`src/rtl/gcd_controller.sv`:
```
// Control FSM for the subtractive GCD datapath: loads A then B over a valid/ready
// handshake, iterates subtract steps until A==B, and pulses done (with err on abort).
module gcd_controller #(
    parameter int WIDTH    = 16,
    parameter int MAX_ITER = 1024,
    parameter int ITER_W   = 11
) (
    input  logic              clk,
    input  logic              rst_n,
    input  logic              start,
    input  logic              op_valid,
    input  logic [WIDTH-1:0]  op_data,
    output logic              op_ready,
    input  logic              gt,
    input  logic              lt,
    input  logic              eq,
    output logic              ldA,
    output logic              ldB,
    output logic              sel1,
    output logic              sel2,
    output logic              sel_in,
    output logic              busy,
    output logic              done,
    output logic              err,
    output logic [ITER_W-1:0] iter_count
);

    typedef enum logic [2:0] {
        IDLE   = 3'd0,
        LOAD_A = 3'd1,
        LOAD_B = 3'd2,
        CALC   = 3'd3,
        DONE   = 3'd4
    } state_t;

    localparam logic [ITER_W-1:0] ITER_LIMIT = ITER_W'(MAX_ITER);

    state_t state;
    logic   zero_flag;
    logic   at_limit;

    assign at_limit = (iter_count == ITER_LIMIT);

    // NOTE: every output gets a default first, so no path through the case can infer a latch.
    always_comb begin
        op_ready = 1'b0;
        ldA      = 1'b0;
        ldB      = 1'b0;
        sel1     = 1'b0;
        sel2     = 1'b0;
        sel_in   = 1'b0;
        case (state)
            LOAD_A: begin
                op_ready = 1'b1;
                if (op_valid) begin
                    ldA    = 1'b1;
                    sel_in = 1'b1;
                end
            end
            LOAD_B: begin
                op_ready = 1'b1;
                if (op_valid) begin
                    ldB    = 1'b1;
                    sel_in = 1'b1;
                end
            end
            CALC: begin
                // Zero operand, equality and watchdog all end the run without a load.
                if (!zero_flag && !eq && !at_limit) begin
                    if (gt) begin
                        ldA  = 1'b1;
                        sel1 = 1'b1;
                    end else if (lt) begin
                        ldB  = 1'b1;
                        sel2 = 1'b1;
                    end
                end
            end
            default: ;
        endcase
    end

    // NOTE: all state here uses non-blocking assignments so every register samples pre-edge values.
    always_ff @(posedge clk or negedge rst_n) begin
        if (!rst_n) begin
            state      <= IDLE;
            busy       <= 1'b0;
            done       <= 1'b0;
            err        <= 1'b0;
            zero_flag  <= 1'b0;
            iter_count <= '0;
        end else begin
            done <= 1'b0;
            case (state)
                IDLE: begin
                    if (start) begin
                        state      <= LOAD_A;
                        busy       <= 1'b1;
                        err        <= 1'b0;
                        zero_flag  <= 1'b0;
                        iter_count <= '0;
                    end
                end
                LOAD_A: begin
                    if (op_valid) begin
                        zero_flag <= zero_flag | (op_data == '0);
                        state     <= LOAD_B;
                    end
                end
                LOAD_B: begin
                    if (op_valid) begin
                        zero_flag <= zero_flag | (op_data == '0);
                        state     <= CALC;
                    end
                end
                CALC: begin
                    if (zero_flag) begin
                        state <= DONE;
                        done  <= 1'b1;
                        err   <= 1'b1;
                    end else if (eq) begin
                        state <= DONE;
                        done  <= 1'b1;
                        err   <= 1'b0;
                    end else if (at_limit) begin
                        state <= DONE;
                        done  <= 1'b1;
                        err   <= 1'b1;
                    end else if (gt || lt) begin
                        iter_count <= iter_count + 1'b1;
                    end
                end
                DONE: begin
                    state <= IDLE;
                    busy  <= 1'b0;
                end
                default: begin
                    state <= IDLE;
                    busy  <= 1'b0;
                end
            endcase
        end
    end

endmodule

```
`config.mk`:
```
export PLATFORM = sky130hd
export DESIGN_NAME = gcd_controller
export DESIGN_NICKNAME = d
export VERILOG_FILES = /design/src/rtl/gcd_controller.sv
export SDC_FILE = /design/constraint.sdc
export NUM_CORES = 1
export LEC_CHECK = 0
export BUFFER_PORTS_ARGS = -buffer_cell sky130_fd_sc_hd__clkbuf_2
export CAP_MARGIN = 20
export CORE_ASPECT_RATIO = 0.9
export CORE_MARGIN = 2
export CORE_UTILIZATION = 48
export DETAILED_ROUTE_END_ITERATION = 6
export GPL_TIMING_DRIVEN = 1
export PLACE_DENSITY = 0.81
export SLEW_MARGIN = 30
export SYNTH_ARGS = -nofsm -noshare
export SYNTH_HDL_FRONTEND = slang
export SYNTH_SLANG_ARGS = --single-unit
```
`constraint.sdc`:
```
create_clock -name clk -period 2.94 [get_ports clk]
set_input_delay 0.294 -clock clk [delete_from_list [all_inputs] [get_ports clk]]
set_output_delay 0.294 -clock clk [all_outputs]
set_load 0.01 [all_outputs]
```
==> impl_metrics.json, run 1 <==
{
  "max_cap_viol_count": 0,
  "critPathBufInv": 2,
  "h-tree-depth": 1,
  "path_max_fanout": 16,
  "start_util_pct": 52.0,
  "antenna_found_initial": 0,
  "regArea_sq_um": 450,
  "arrival_ns": 2.44,
  "slowest_stage": "o41a_2",
  "setup-violations-final": 0,
  "cp.required_ns": 2.65,
  "cts_inserted_buffers": 3,
  "detail-route-antenna-nets": 0,
  "max_slew_margin_pct": 55.4,
  "synthCells": 136,
  "period_needed_ns": 2.73,
  "routed_wl_mm": 2.92,
  "cts_buffer_depth": 2,
  "fill_cells": 202,
  "drt_pass1_iterations": 4,
  "critical_path_class": "flop to output port",
  "slew_violations": 0,
  "synth.distinct_cells": 45,
  "rows": 16,
  "cp_cell_sequence": "inv_1 > ha_1 > or4b_1 > o41a_2 > a31oi_1 > nor3b_1 > clkbuf_2",
  "switching_share_pct": 44.9,
  "num_antenna_cells": 0,
  "cpPeakStageDelay_ns": 0.55,
  "final_common_cell": "clkbuf_2",
  "wl_per_cell_um": 14.4,
  "yosys_warnings": 0,
  "ioPinCount": 43,
  "placed_area_sq_um": 1380,
  "fin_skew_ns": 0.00122,
  "clockPowerShare_pct": 12.6,
  "grt_pass1_wl_mm": 5.27,
  "fp.dieH_um": 50.7,
  "port_buffers": 42,
  "async_flop_share_pct": 100,
  "final_cell_area_sq_um": 1420,
  "grt_pass1_vias": 1170,
  "end_kind": "output port",
  "die_w_um": 55.9,
  "vias": 1212,
  "insertion_delay_ns": 0.29,
  "clk_pin_slew_ns": 0.09,
  "ir_worst_vdd_mv": 0.440,
  "worstMarginPinSlew_ns": 0.667,
  "routabilityCongestion": 0.871,
  "p_int_w": 0.000519,
  "cts_tree": "built",
  "cts_setup_buffers": 0,
  "grt_max_degree": 19,
  "avgSynthCellArea_sq_um": 8.57,
  "syn_nets": 161,
  "rsz0062_at_grt": "false",
  "switching_power_w": 0.000422,
  "status": "complete, no violations",
  "die-area_sq_um": 2840,
  "leakage_nw": 0.654,
  "critical_path.top_delay_family": "compound AO/OA/AOI/OAI gates",
  "power.density_nw_per_um2": 664,
  "synth-main-ff-cell": "dfrtp_1",
  "avgViaCountPerCell": 5.97,
  "final_nets": 203,
  "drc_errors": 0,
  "core-area_sq_um": 2240,
  "max_freq_mhz": 366,
  "netlist_area_sq_um": 1160,
  "yosysTopAreaCell": "dfrtp_1",
  "yosysSeqAreaShare_pct": 38.7,
  "drive_gt1_share_pct": 28.4,
  "seq_power_share_pct": 41.7,
  "setup_tns_ns": 0,
  "dpl.hpwl_mm": 2.25,
  "drt_iter0_drc": 34,
  "finalHoldViolCount": 0,
  "clockRootBuffer": "clkbuf_4",
  "synth_area_leaders": "dfrtp_1 (39%), nor2_1 (4.5%), nand3_1 (4.3%), o221ai_1 (3.8%), nand2_1 (3.5%)",
  "synth_top_area_share_pct": 38.7,
  "startpoint_type": "flop",
  "final.period_utilization_pct": 93.0,
  "synth_edf_count": 0,
  "multiInputGateArea_sq_um": 652,
  "pwr-share-comb_pct": 45.7,
  "final_cell_mix": "clkbuf_2 (42), dfrtp_1 (18), nor2_1 (14), nand2_1 (11)",
  "cts.sinks": 18,
  "grt_overflow": 0,
  "area_growth_pct": 21.6,
  "grt_util_all_layers_pct": 23.5,
  "ys_ff_latch": 18,
  "hold_path_class": "input pin to flop"
}
[cell usage after synthesis, types with 4 or more instances]
library cell	count
nand2_1	11
o21ai_0	5
nor2_1	14
dfrtp_1	18
nor2b_1	4
inv_1	10
o221ai_1	5
o211ai_1	4
nand3_1	10
nor3_1	6
nor4_1	6
[sequential cells by signal, indices dropped and copies added, names as in the netlist]
| register | flops |
|---|---|
| state | 3 |
| zero_flag | 1 |
| err | 1 |
| iter_count | 11 |
| done | 1 |
| busy | 1 |
[per-layer routing]
metal,track usage [%],up-vias,routed length [um]
li1,-,589,-
met1,32.3,568,1260
met2,36.3,47,1420
met3,4.90,8,170
met4,9.52,0,69
met5,0,-,0
[path summary, 6_finish.rpt]
path | from | to | slack [ns] | depth (start not counted)
worst max-delay path | iter_count[0] | ldA | 0.21 | 7
worst min-delay path | eq | err | 0.32 | 3
worst max register to register | iter_count[0] | iter_count[7] | 0.63 | 6
worst min register to register | busy | busy | 0.53 | 2
max in group asynchronous | rst_n | zero_flag | 2.18 | 2
min in group asynchronous | rst_n | state[0] | 0.46 | 2
[metrics by stage]
stage | hold WS [ns] | total power [W] | utilization, % | cells | setup WS [ns]
6_report | 0.323 | 0.000940 | 63.2 | 203 | 0.205
5_1_grt | 0.315 | 0.00102 | 63.2 | 203 | 0.00546
4_1_cts | 0.325 | 0.000943 | 63.1 | 203 | 0.155
3_5_place_dp | 0.265 | 0.000822 | 61.7 | 199 | 0.495
3_3_place_gp | 0.254 | 0.000806 | 61.7 | 199 | 0.531
2_1_floorplan | -0.00159 | 0.000668 | - | 136 | 0.760
[power by group through the flow]
stage / combinational (W) / clock, W / sequential (W)
2_1_floorplan: 0.000310 / 0 / 0.000359
3_3_place_gp: 0.000415 / 0 / 0.000391
3_5_place_dp: 0.000425 / 0 / 0.000397
4_1_cts: 0.000430 / 0.000122 / 0.000391
5_1_grt: 0.000479 / 0.000133 / 0.000406
6_report: 0.000430 / 0.000118 / 0.000392
[cell families (layout without fill, tap and decap cells)]
group | count (synthesis) | count (layout) | share of synthesized area [%]
compound gates | 33 | 33 | 22.3
xor+xnor | 1 | 1 | 0.752
fa+ha+maj | 2 | 2 | 2.15
buf+inv | 16 | 56 | 5.48
flops | 18 | 18 | 38.7
simple gates | 66 | 66 | 30.6
[final cells by class]
type / count / area share (%)
multi-input cells: 102 / 46.0
flip-flops and latches: 18 / 31.8
repair buffers: 43 / 15.5
inverters: 10 / 2.65
well taps: 27 / 2.39
clock buffers: 3 / 1.59
[what timing repair did]
| action | 4_1_cts | 5_1_grt |
|---|---|---|
| endpoints found under the setup margin | 0 | 1 |
| hold buffers | 1 | 0 |
| endpoints found under the hold margin | 18 | 0 |
| resized for setup | 0 | 1 |
[worst min-delay path: stages]
cell and delay (ns):
clkbuf_2 0.09, a2bb2oi_1 0.06, a2bb2oi_1 0.13
(Power assumes the default switching activity.)
==> inputs of run 2 (changes only) <==
- ABC_AREA: not set -> 1
- CORE_UTILIZATION: 48 -> 49
- GPL_TIMING_DRIVEN: 1 -> 0
==> run 2 against run 1 <==
- sequential share of layout area down 2.7 points
- clock power is 29% higher
- core utilization is 0.16 points higher
- maximum frequency up 38%
- count of clock-buffer cells in the layout is 1 higher
- clock skew up 0.00071 ns
- power fell by 4.0%
- via count shrank 6.2%
- first-iteration DRC count is 24% lower
- critical path type unchanged
- highest routed layer unchanged
==> impl_metrics.json, run 2 <==
{
  "status": "complete, no violations",
  "seq_power_share_pct": 35.1,
  "fp.dieH_um": 52.1,
  "clockRootBuffer": "clkbuf_4",
  "power.total_w": 0.000903,
  "arrival_ns": 1.69,
  "max_cap_viol_count": 0,
  "start_util_pct": 51.4,
  "cts_inserted_buffers": 3,
  "yosys_warnings": 0,
  "path_max_fanout": 8,
  "h-tree-depth": 1,
  "drc_errors": 0,
  "core-area_sq_um": 2450,
  "clk_pin_slew_ns": 0.10,
  "drt_iter0_drc": 26,
  "fin_skew_ns": 0.00193,
  "ioPinCount": 43,
  "synth-main-ff-cell": "dfrtp_1",
  "routabilityCongestion": 0.814,
  "yosysSeqAreaShare_pct": 35.8,
  "cts_setup_buffers": 0,
  "grt_max_degree": 19,
  "drt_pass1_iterations": 4,
  "largest_reg_flops": 11,
  "clockPowerShare_pct": 16.9,
  "rows": 17,
  "final_nets": 243,
  "synth-simple-area-share_pct": 44.2,
  "synth_xor_area_share_pct": 4.18,
  "end_kind": "output port",
  "critical_path_class": "flop to output port",
  "max_slew_margin_pct": 70.5,
  "switching_share_pct": 41.6,
  "finalHoldViolCount": 0,
  "yosysTopAreaCell": "dfrtp_1",
  "port_buffers": 42,
  "cts.sinks": 18,
  "synth.most_common_cell": "nand2_1",
  "rsz0062_at_grt": "false",
  "cts_buffer_depth": 2,
  "insertion_delay_ns": 0.29,
  "dpl.hpwl_mm": 1.90,
  "ir_worst_vdd_mv": 0.447,
  "ys_top_cells_by_count": "nand2_1 (50), nor2_1 (20), inv_1 (19), dfrtp_1 (18), nand2_2 (15)",
  "drive_gt1_share_pct": 36.4,
  "grt_pass1_vias": 956,
  "synthCells": 170,
  "reg_top3": "iter_count x11, state x3",
  "leakage_nw": 0.897,
  "cts_tree": "built",
  "switching_power_w": 0.000376,
  "p_int_w": 0.000527,
  "grt_overflow": 0,
  "synth.distinct_cells": 26,
  "synth_adder_area_share_pct": 1.99,
  "detail-route-antenna-nets": 0,
  "ys_ff_latch": 18,
  "area_growth_pct": 23.2,
  "worstMarginPinSlew_ns": 0.443,
  "final_common_cell": "nand2_1",
  "synth.area.mux_share_pct": 0,
  "cp.required_ns": 2.65,
  "avgSynthCellArea_sq_um": 7.40,
  "final_cell_mix": "nand2_1 (50), clkbuf_2 (42), nor2_1 (20), inv_1 (19), dfrtp_1 (18)",
  "syn_nets": 195,
  "hold_path_class": "input pin to flop",
  "die-area_sq_um": 2990,
  "wl_per_cell_um": 9.49,
  "avgViaCountPerCell": 4.64,
  "netlist_area_sq_um": 1260,
  "setup_tns_ns": 0,
  "grt_pass1_wl_mm": 4.02,
  "vias": 1137,
  "synth_top_area_share_pct": 35.8,
  "synth_top_family_by_area": "simple AND/OR/NAND/NOR gates",
  "power.density_nw_per_um2": 583,
  "slew_violations": 0,
  "fin_cells": 245,
  "async_flop_share_pct": 100,
  "registers.top_by_ff_count": "iter_count",
  "synth_compound_area_share_pct": 4.18,
  "die_w_um": 57.4,
  "synth_area_leaders": "dfrtp_1 (36%), nand2_1 (15%), nand2_2 (7.5%), nor2_1 (6.0%), inv_1 (5.7%)",
  "antenna_found_initial": 0,
  "routed_wl_mm": 2.32,
  "grt_util_all_layers_pct": 17.6,
  "cts-resized-gates": 0,
  "num_antenna_cells": 0,
  "max_freq_mhz": 504,
  "placed_cells": 240,
  "pwr-share-comb_pct": 48.0,
  "startpoint_type": "flop",
  "final.period_utilization_pct": 67.5,
  "synth_edf_count": 0,
  "setup-violations-final": 0,
  "period_needed_ns": 1.99
}
## run 2: area by class of cell
class / count / area [sq um]
well taps: 28 / 35.0
fillers: 218 / 897
flip-flops and latches: 18 / 450
plain buffers: 2 / 31.3
inverters: 22 / 90.1
multi-input cells: 128 / 686
clock buffers: 4 / 36.3
repair buffers: 43 / 220
## run 2: worst max-delay path: stages (launching register included)
cell and delay [ns]:
dfrtp_1 0.45, inv_1 0.08, ha_1 0.20, nand2_1 0.08, nor2_2 0.05, nand2_2 0.10, nand3_4 0.13, o22ai_1 0.15
clkbuf_2 0.15
## run 2: final timing paths
check / depth (start not counted) / start / end / slack, ns
worst max-delay path: 8 / iter_count[0] / ldB / 0.95
worst min-delay path: 4 / eq / err / 0.28
worst max register to register: 9 / iter_count[0] / iter_count[6] / 1.41
worst min register to register: 2 / err / err / 0.50
max in group asynchronous: 2 / rst_n / iter_count[4] / 2.18
min in group asynchronous: 2 / rst_n / done / 0.46
## run 2: cell families after synthesis
kind of cell | count (synthesis)
AND/OR/NAND/NOR | 111
buffers and inverters | 24
flip-flops | 18
AO/OA/AOI/OAI | 9
XOR/XNOR | 6
adder cells (fa/ha/maj) | 2
## run 2: power groups by stage
| stage | sequential [W] | clock [W] | combinational, W |
|---|---|---|---|
| 2_1_floorplan | 0.000328 | 0 | 0.000316 |
| 3_3_place_gp | 0.000322 | 0 | 0.000435 |
| 3_5_place_dp | 0.000322 | 0 | 0.000440 |
| 4_1_cts | 0.000317 | 0.000160 | 0.000442 |
| 5_1_grt | 0.000323 | 0.000166 | 0.000486 |
| 6_report | 0.000317 | 0.000152 | 0.000434 |
## run 2: repair_timing
action | 4_1_cts | 5_1_grt
hold endpoints to repair | 18 | 0
setup endpoints to repair | 0 | 0
hold buffers | 1 | 0
## run 2: metrics by stage
stage                     area (sq um)  setup slack [ns]  hold WS (ns)  util (%)
final                             1550             0.954         0.276      63.3
after CTS                         1550             0.934         0.271      63.3
after global routing              1550             0.836         0.290      63.3
after floorplan                   1260              1.40      -0.00159         -
after detailed placement          1500              1.28         0.270      61.4
after global placement            1500              1.30         0.268      61.4
## run 2: routing by layer
layer | up-vias | global-route usage, % | routed length, um
met5 | - | 0 | 0
met4 | 0 | 4.65 | 9
met3 | 2 | 4.73 | 133
met2 | 27 | 28.6 | 1030
met1 | 485 | 23.3 | 1150
li1 | 623 | - | -
